===== src/rtl/uart_tx_arbiter.sv =====
// rtl/uart_tx_arbiter.sv - shares one UART transmitter between NREQ byte sources
//
// Each source owns a 1-deep holding register. One held byte at a time is
// granted, presented on tx_data and started with tx_start. The transmitter
// reports idle/busy on tx_finish (clk_uart domain, high = idle). That signal
// is synchronised into sys_clk, and both handshake phases are guarded by a
// watchdog.
//
// Optional feature: define ARB_ROUND_ROBIN_EN for round-robin selection.
// When it is undefined, selection is fixed priority (lowest index wins).
//
// Ports:
//   sys_clk      in   system clock
//   rst_n        in   asynchronous active-low reset
//   req_valid    in   [NREQ]    per-source byte offered
//   req_data     in   [8*NREQ]  per-source byte, source i on [8i+7:8i]
//   req_ready    out  [NREQ]    holding register i empty
//   tx_start     out  start strobe to the transmitter
//   tx_data      out  [8]       byte to the transmitter
//   tx_finish    in   transmitter idle (1) / sending (0), asynchronous
//   busy         out  arbiter not idle
//   grant_id     out  [2]       source being sent, valid while busy
//   timeout_err  out  sticky watchdog error, cleared only by reset

module uart_tx_arbiter #(
    parameter int NREQ          = 3,
    parameter int SYNC_STAGES   = 2,
    parameter int START_TIMEOUT = 4000,
    parameter int DONE_TIMEOUT  = 20000
) (
    input  logic                sys_clk,
    input  logic                rst_n,
    input  logic [NREQ-1:0]     req_valid,
    input  logic [8*NREQ-1:0]   req_data,
    output logic [NREQ-1:0]     req_ready,
    output logic                tx_start,
    output logic [7:0]          tx_data,
    input  logic                tx_finish,
    output logic                busy,
    output logic [1:0]          grant_id,
    output logic                timeout_err
);

    typedef enum logic [1:0] {
        ST_IDLE,
        ST_ARB,
        ST_START,
        ST_DONE
    } state_t;

    // The watchdog is tested in the cycle it would reach its limit, so each
    // phase lasts at most exactly the configured number of cycles.
    localparam logic [15:0] START_LIM = 16'(START_TIMEOUT - 1);
    localparam logic [15:0] DONE_LIM  = 16'(DONE_TIMEOUT - 1);

    state_t                 state;
    state_t                 state_next;
    logic [SYNC_STAGES-1:0] sync_q;
    logic                   fin_s;
    logic [NREQ-1:0]        full;
    logic [7:0]             hold [NREQ];
    logic [15:0]            wdog;
    logic [1:0]             win;
    logic                   do_grant;
    logic                   wdog_clr;
    logic                   wdog_inc;
    logic                   set_err;
    logic                   start_clr;

    // tx_finish synchroniser; resets to 1 so the transmitter is assumed idle.
    always_ff @(posedge sys_clk or negedge rst_n) begin
        if (!rst_n) begin
            sync_q <= '1;
        end else begin
            sync_q <= {sync_q[SYNC_STAGES-2:0], tx_finish};
        end
    end

    assign fin_s = sync_q[SYNC_STAGES-1];

`ifdef ARB_ROUND_ROBIN_EN
    logic [1:0] last_grant;

    // Starts at NREQ-1 so that source 0 is searched first after reset.
    always_ff @(posedge sys_clk or negedge rst_n) begin
        if (!rst_n) begin
            last_grant <= 2'(NREQ - 1);
        end else if (do_grant) begin
            last_grant <= win;
        end
    end

    // Search begins at the source after the previous winner, wrapping round.
    always_comb begin
        int   idx;
        logic found;
        win   = '0;
        found = 1'b0;
        idx   = 0;
        for (int k = 1; k <= NREQ; k++) begin
            idx = (int'(last_grant) + k) % NREQ;
            if (!found && full[idx]) begin
                win   = 2'(idx);
                found = 1'b1;
            end
        end
    end
`else
    // Scanning downwards lets the lowest full index overwrite the others.
    always_comb begin
        win = '0;
        for (int i = NREQ - 1; i >= 0; i--) begin
            if (full[i]) begin
                win = 2'(i);
            end
        end
    end
`endif

    always_ff @(posedge sys_clk or negedge rst_n) begin
        if (!rst_n) begin
            state <= ST_IDLE;
        end else begin
            state <= state_next;
        end
    end

    always_comb begin
        state_next = state;
        do_grant   = 1'b0;
        wdog_clr   = 1'b0;
        wdog_inc   = 1'b0;
        set_err    = 1'b0;
        start_clr  = 1'b0;
        case (state)
            ST_IDLE: begin
                if ((|full) && fin_s) begin
                    state_next = ST_ARB;
                end
            end
            ST_ARB: begin
                do_grant   = 1'b1;
                wdog_clr   = 1'b1;
                state_next = ST_START;
            end
            ST_START: begin
                if (!fin_s) begin
                    start_clr  = 1'b1;
                    wdog_clr   = 1'b1;
                    state_next = ST_DONE;
                end else if (wdog >= START_LIM) begin
                    // The byte is dropped; the queue moves on to the next one.
                    start_clr  = 1'b1;
                    set_err    = 1'b1;
                    state_next = ST_IDLE;
                end else begin
                    wdog_inc = 1'b1;
                end
            end
            ST_DONE: begin
                if (fin_s) begin
                    state_next = ST_IDLE;
                end else if (wdog >= DONE_LIM) begin
                    set_err    = 1'b1;
                    state_next = ST_IDLE;
                end else begin
                    wdog_inc = 1'b1;
                end
            end
            default: begin
                state_next = ST_IDLE;
            end
        endcase
    end

    always_ff @(posedge sys_clk or negedge rst_n) begin
        if (!rst_n) begin
            wdog        <= '0;
            tx_start    <= 1'b0;
            tx_data     <= 8'h00;
            grant_id    <= 2'd0;
            timeout_err <= 1'b0;
        end else begin
            if (wdog_clr) begin
                wdog <= '0;
            end else if (wdog_inc && (wdog != 16'hFFFF)) begin
                wdog <= wdog + 16'd1;
            end

            // tx_data and grant_id hold their value until the next grant,
            // which keeps the byte stable through the whole handshake.
            if (do_grant) begin
                tx_data  <= hold[win];
                grant_id <= win;
                tx_start <= 1'b1;
            end else if (start_clr) begin
                tx_start <= 1'b0;
            end

            if (set_err) begin
                timeout_err <= 1'b1;
            end
        end
    end

    // Capture and release never collide on one source: a full register is
    // not ready, so it cannot be refilled in the cycle it is granted.
    always_ff @(posedge sys_clk or negedge rst_n) begin
        if (!rst_n) begin
            full <= '0;
            for (int i = 0; i < NREQ; i++) begin
                hold[i] <= 8'h00;
            end
        end else begin
            for (int i = 0; i < NREQ; i++) begin
                if (req_valid[i] && !full[i]) begin
                    hold[i] <= req_data[8*i +: 8];
                    full[i] <= 1'b1;
                end else if (do_grant && (win == 2'(i))) begin
                    full[i] <= 1'b0;
                end
            end
        end
    end

    assign req_ready = ~full;
    assign busy      = (state != ST_IDLE);

endmodule


===== config.mk =====
export PLATFORM = sky130hd
export DESIGN_NAME = uart_tx_arbiter
export DESIGN_NICKNAME = d
export VERILOG_FILES = /design/src/rtl/uart_tx_arbiter.sv
export SDC_FILE = /design/constraint.sdc
export NUM_CORES = 1
export LEC_CHECK = 0
export ABC_AREA = 1
export BUFFER_PORTS_ARGS = -buffer_cell sky130_fd_sc_hd__buf_4
export CAP_MARGIN = 15
export CORE_ASPECT_RATIO = 0.5
export CORE_MARGIN = 1.5
export CORE_UTILIZATION = 60
export DETAILED_ROUTE_END_ITERATION = 12
export HOLD_SLACK_MARGIN = 0.08
export PLACE_DENSITY = 0.84
export RECOVER_POWER = 100
export SETUP_SLACK_MARGIN = 0.15
export SLEW_MARGIN = 20
export SYNTH_ARGS = -nofsm -noshare
export SYNTH_HDL_FRONTEND = slang
export SYNTH_SLANG_ARGS = --single-unit
export TNS_END_PERCENT = 1

===== constraint.sdc =====
create_clock -name sys_clk -period 5.1 [get_ports sys_clk]
set_clock_uncertainty 0.1 [all_clocks]
set_input_delay 1.53 -clock sys_clk [delete_from_list [all_inputs] [get_ports sys_clk]]
set_output_delay 1.53 -clock sys_clk [all_outputs]
set_load 0.005 [all_outputs]

# Word-level counts from Yosys, hierarchy flattened
# Index checks and enable logic that the tools add are counted.
# word_totals
out_inout_bits	16
regBits	59
input_bits	30
# op_classes
eq_ne	9
n_bitwise	2
muxes	37
reduce_logical	21
n_addsub	1
n_lt_le_gt_ge	3
# op_table
cell	count
$mux 16	2
$mux 1	20
$add 16x1->16 const B	1
$bmux 8 s2	1
$ge 16x12->1 const B	1
$ge 16x15->1 const B	1
$mux 2	8
$mux 8	2
$ne 16x16->1 const B	1
$reduce_bool 2->1	6
$logic_and 1x1->1	8
$pmux 2 s4	1
$eq 2x2->1 const B	3
$ne 3x3->1 const B	2
$pmux 1 s2	3
$eq 2x1->1 const B	2
$logic_not 2->1	2
$ge 3x3->1 const B	1
$logic_not 1->1	3
$not 2->3	1
$not 3->3	1
$reduce_and 3->1	1
$reduce_or 3->1	1
$ne 2x2->1 const B	1

# Depth between registers and ports, before layout
# depth
depth_word	7
mapped_depth	11

# Worst setup path before layout
# Ideal clock, no wire load.
# synth_path
path_kind	register to output
start	register state[0]
end	output port busy
slack_ps	2753
arrival_ps	717
path_stages_with_launch	4
cell_sequence	dfrtp_1 > inv_1 > ha_1 > inv_1
# synth_via
elab_chain_len	1
# synth_rtl
item	line_no	source
from (decl)	56	state_t state;
from (signal assigned)	124	state <= state_next;
$reduce_bool 2->1	227	assign busy = (state != ST_IDLE);
to (decl)	39	output logic busy,
# Every way passes these cells.

# Final worst setup path
# Same ends and word-level chain as after synthesis.

==> key figures <==
STA
  • Slew margin rel.: 42.2%
  • Post-layout min period: 2.94 ns
  • Worst-margin pin slew: ~0.86 ns
  • Tcrit/Tclk final: 57.7%
  • Setup_tns: 0 ns
  • Max-slew violation count: 0
  • Count of final setup violators: 0
  • Hold Vio Cnt, Final: 0
  • Fmax: 340 MHz
  • RSZ-0062 raised after global routing: no

Routing
  • First-pass iteration count of the detailed router: 4
  • WL/cell: 14.2 microns
  • Via density: 5.41
  • Vias: 2476
  • Detail Route Antenna Nets: 0
  • Initial DRC count: 129
  • Total wire length: 6520 microns
  • # DRC: 0

Synthesis
  • Post-synthesis register bit count: 59
  • Top cells by area, synth: dfrtp_1 47%, nand2_1 12%, mux2_2 6.4%
  • Yosys warns: 0
  • Syn nets: 379
  • Mean Syn Cell Area: 8.74 sq um
  • Post-synth top area share: 47.4%
  • Synth unique cells: 32
  • Yosys top cell by area: dfrtp_1
  • Sequential-to-total area share from yosys stat: 49.2%
  • Post-Synthesis Cells: 344
  • Mapped Area: 3010 sq um

Die
  • Starting Density: 65.4%
  • I/O Pins: between 40 and 50
  • Row cnt: 17
  • Core area: 4590 sq um
  • Die area: 5470 sq um
  • Die X: 103 microns
  • Die Y: 53.1 microns

Cells and area
  • Post-layout util: 76.0%
  • Layout cells sized above 1: 20.7%
  • Commonest cells after routing, fill and taps aside: 93 x nand2_1, 57 x dfrtp_1, 45 x nor2_1
  • Most common cell after layout, fill and taps aside: nand2_1
  • Area grow syn2layout: 16.1%
  • Nets: approximately 420
  • # diodes: 0
  • Finished Cell Area: 3490 sq um

Global routing
  • GRT Total Usage: 27.0%
  • Largest net degree at the start of global routing: 60
  • Number of global-route vias before repair: between 2000 and 2500
  • GRT overflow: 0
  • First-pass GRT wire length: around 11000 microns
  • Initial antenna violation count: 0

Setup path
  • Setup CP Type: reg -> out
  • Crit path DAT: 1.31 ns
  • CP Launch Type: register
  • Critical path, cell by cell: inv_1 > ha_1 > inv_1 > clkbuf_4
  • Slowest CP cell: dfrtp_1
  • Worst setup EP type: output port
  • Worst EP required: roughly 3.5 ns
  • Critical Path Max Stage Delay: between 0.4 and 0.5 ns
  • Most used cell, CP: inv_1
  • CP Max Fanout: 5

Clocking
  • Reg clk slew, reported paths: 0.07 ns
  • TritonCTS clock tree: yes
  • CTS Buf Count: 9
  • Max Buffers Root-to-Sink: 2
  • Clock Tree Root: clkbuf_8
  • Clock sinks: 59
  • Setup repair bufs after CTS: 0
  • Post-CTS Hold Buffers: 0
  • H-tree levels: 3
  • Later-pin clock latency in the skew report: 0.34 ns
  • # resized after CTS: 0

Power
  • P per Cell Area: 513 nW/um^2
  • Lkg Pwr: 1.70 nW
  • Peak supply drop: 0.338 mV
  • Tot Pwr: approximately 1.8 mW

Placed design
  • Gp weighted congestion: 0.860
  • IO Port Bufs: 45
  • Dpl cell area: 3330 sq um
  • Final HPWL DP: ~4500 microns

Outcome
  • Outcome: finished clean

Job
  • Max Cap Viol: 0

Min path
  • Worst min-delay path class: reg -> reg
stage by stage:
| stage | hold WS, ns | setup WS, ns | cells |
|---|---|---|---|
| 2_1_floorplan | 0.245 | 2.75 | 344 |
| 3_3_place_gp | 0.245 | 2.52 | 443 |
| 3_5_place_dp | 0.257 | 2.43 | 443 |
| 4_1_cts | 0.266 | 2.17 | 458 |
| 5_1_grt | 0.268 | 2.03 | 458 |
| 6_report | 0.266 | 2.16 | 458 |
synthesized netlist by cell type (all sizes together):
library cell,instances
nand2,93
dfrtp,57
nor2,46
inv,27
nand4,21
mux2,17
nand3,13
buf,10
xor2,10
a21oi,9
o21ai,9
a31oi,8
o211ai,8
ha,5
nor3,3
clkbuf,2
dfstp,2
clkinv,1
o22ai,1
or2,1
xnor2,1
final timing paths:
path                                              to  slack [ns]  depth (start not counted)                  from
worst max-delay path                            busy        2.16                          4  state[0]$_DFFE_PN0P_
worst min-delay path             sync_q[1]$_DFF_PN1_        0.27                          0   sync_q[0]$_DFF_PN1_
worst max register to register   wdog[0]$_DFFE_PN0P_        2.28                          8  state[1]$_DFFE_PN0P_
worst min register to register   sync_q[1]$_DFF_PN1_        0.27                          0   sync_q[0]$_DFF_PN1_
max in group asynchronous        wdog[7]$_DFFE_PN0P_        3.27                          1                 rst_n
min in group asynchronous       hold[14]$_DFFE_PN0P_        1.14                          1                 rst_n
worst max-delay path, delay by kind of cell, from the launching register on:
| family | cells | cell delay [ns] |
|---|---|---|
| fa+ha+maj | 1 | 0.23 |
| buf+inv | 3 | 0.31 |
| flops | 1 | 0.43 |
routing by layer:
metal / track usage, % / part of all wire, %
met2: 46.1 / 51
met4: 11.0 / 1.6
met1: 32.2 / 42
met5: 0 / 0
met3: 8.72 / 5.3
power by group:
part | leakage, nW | internal [mW] | switching [mW] | total, mW
Clock | 0.0881 | 0.221 | 0.184 | 0.405
Combinational | 0.902 | 0.266 | 0.385 | 0.651
Sequential | 0.714 | 0.636 | 0.101 | 0.737
sequential cells by signal, indices dropped and copies added, names as in the netlist:
signal	flops
wdog	16
sync_q	2
tx_data	8
tx_start	1
grant_id	2
state	2
timeout_err	1
full	3
hold	24
final cells by class:
class / instances / area, sq um
flip-flops and latches: 59 / 1480
clock inverters: 5 / 55.1
repair buffers: 45 / 330
fillers: 337 / 1100
multi-input cells: 245 / 1310
inverters: 28 / 105
well taps: 66 / 82.6
clock buffers: 10 / 128
kinds of logic (layout without fill, tap and decap cells):
family          Yosys count  count (layout)  share of synthesized area [%]
xor+xnor                 11              11                           3.20
fa+ha+maj                 5               5                           2.08
buf+inv                  40              88                           6.70
simple gates            177             177                           25.5
flops                    59              59                           49.2
compound gates           35              35                           6.99
mux                      17              17                           6.37
No activity file was read; power rests on OpenSTA's default activity.
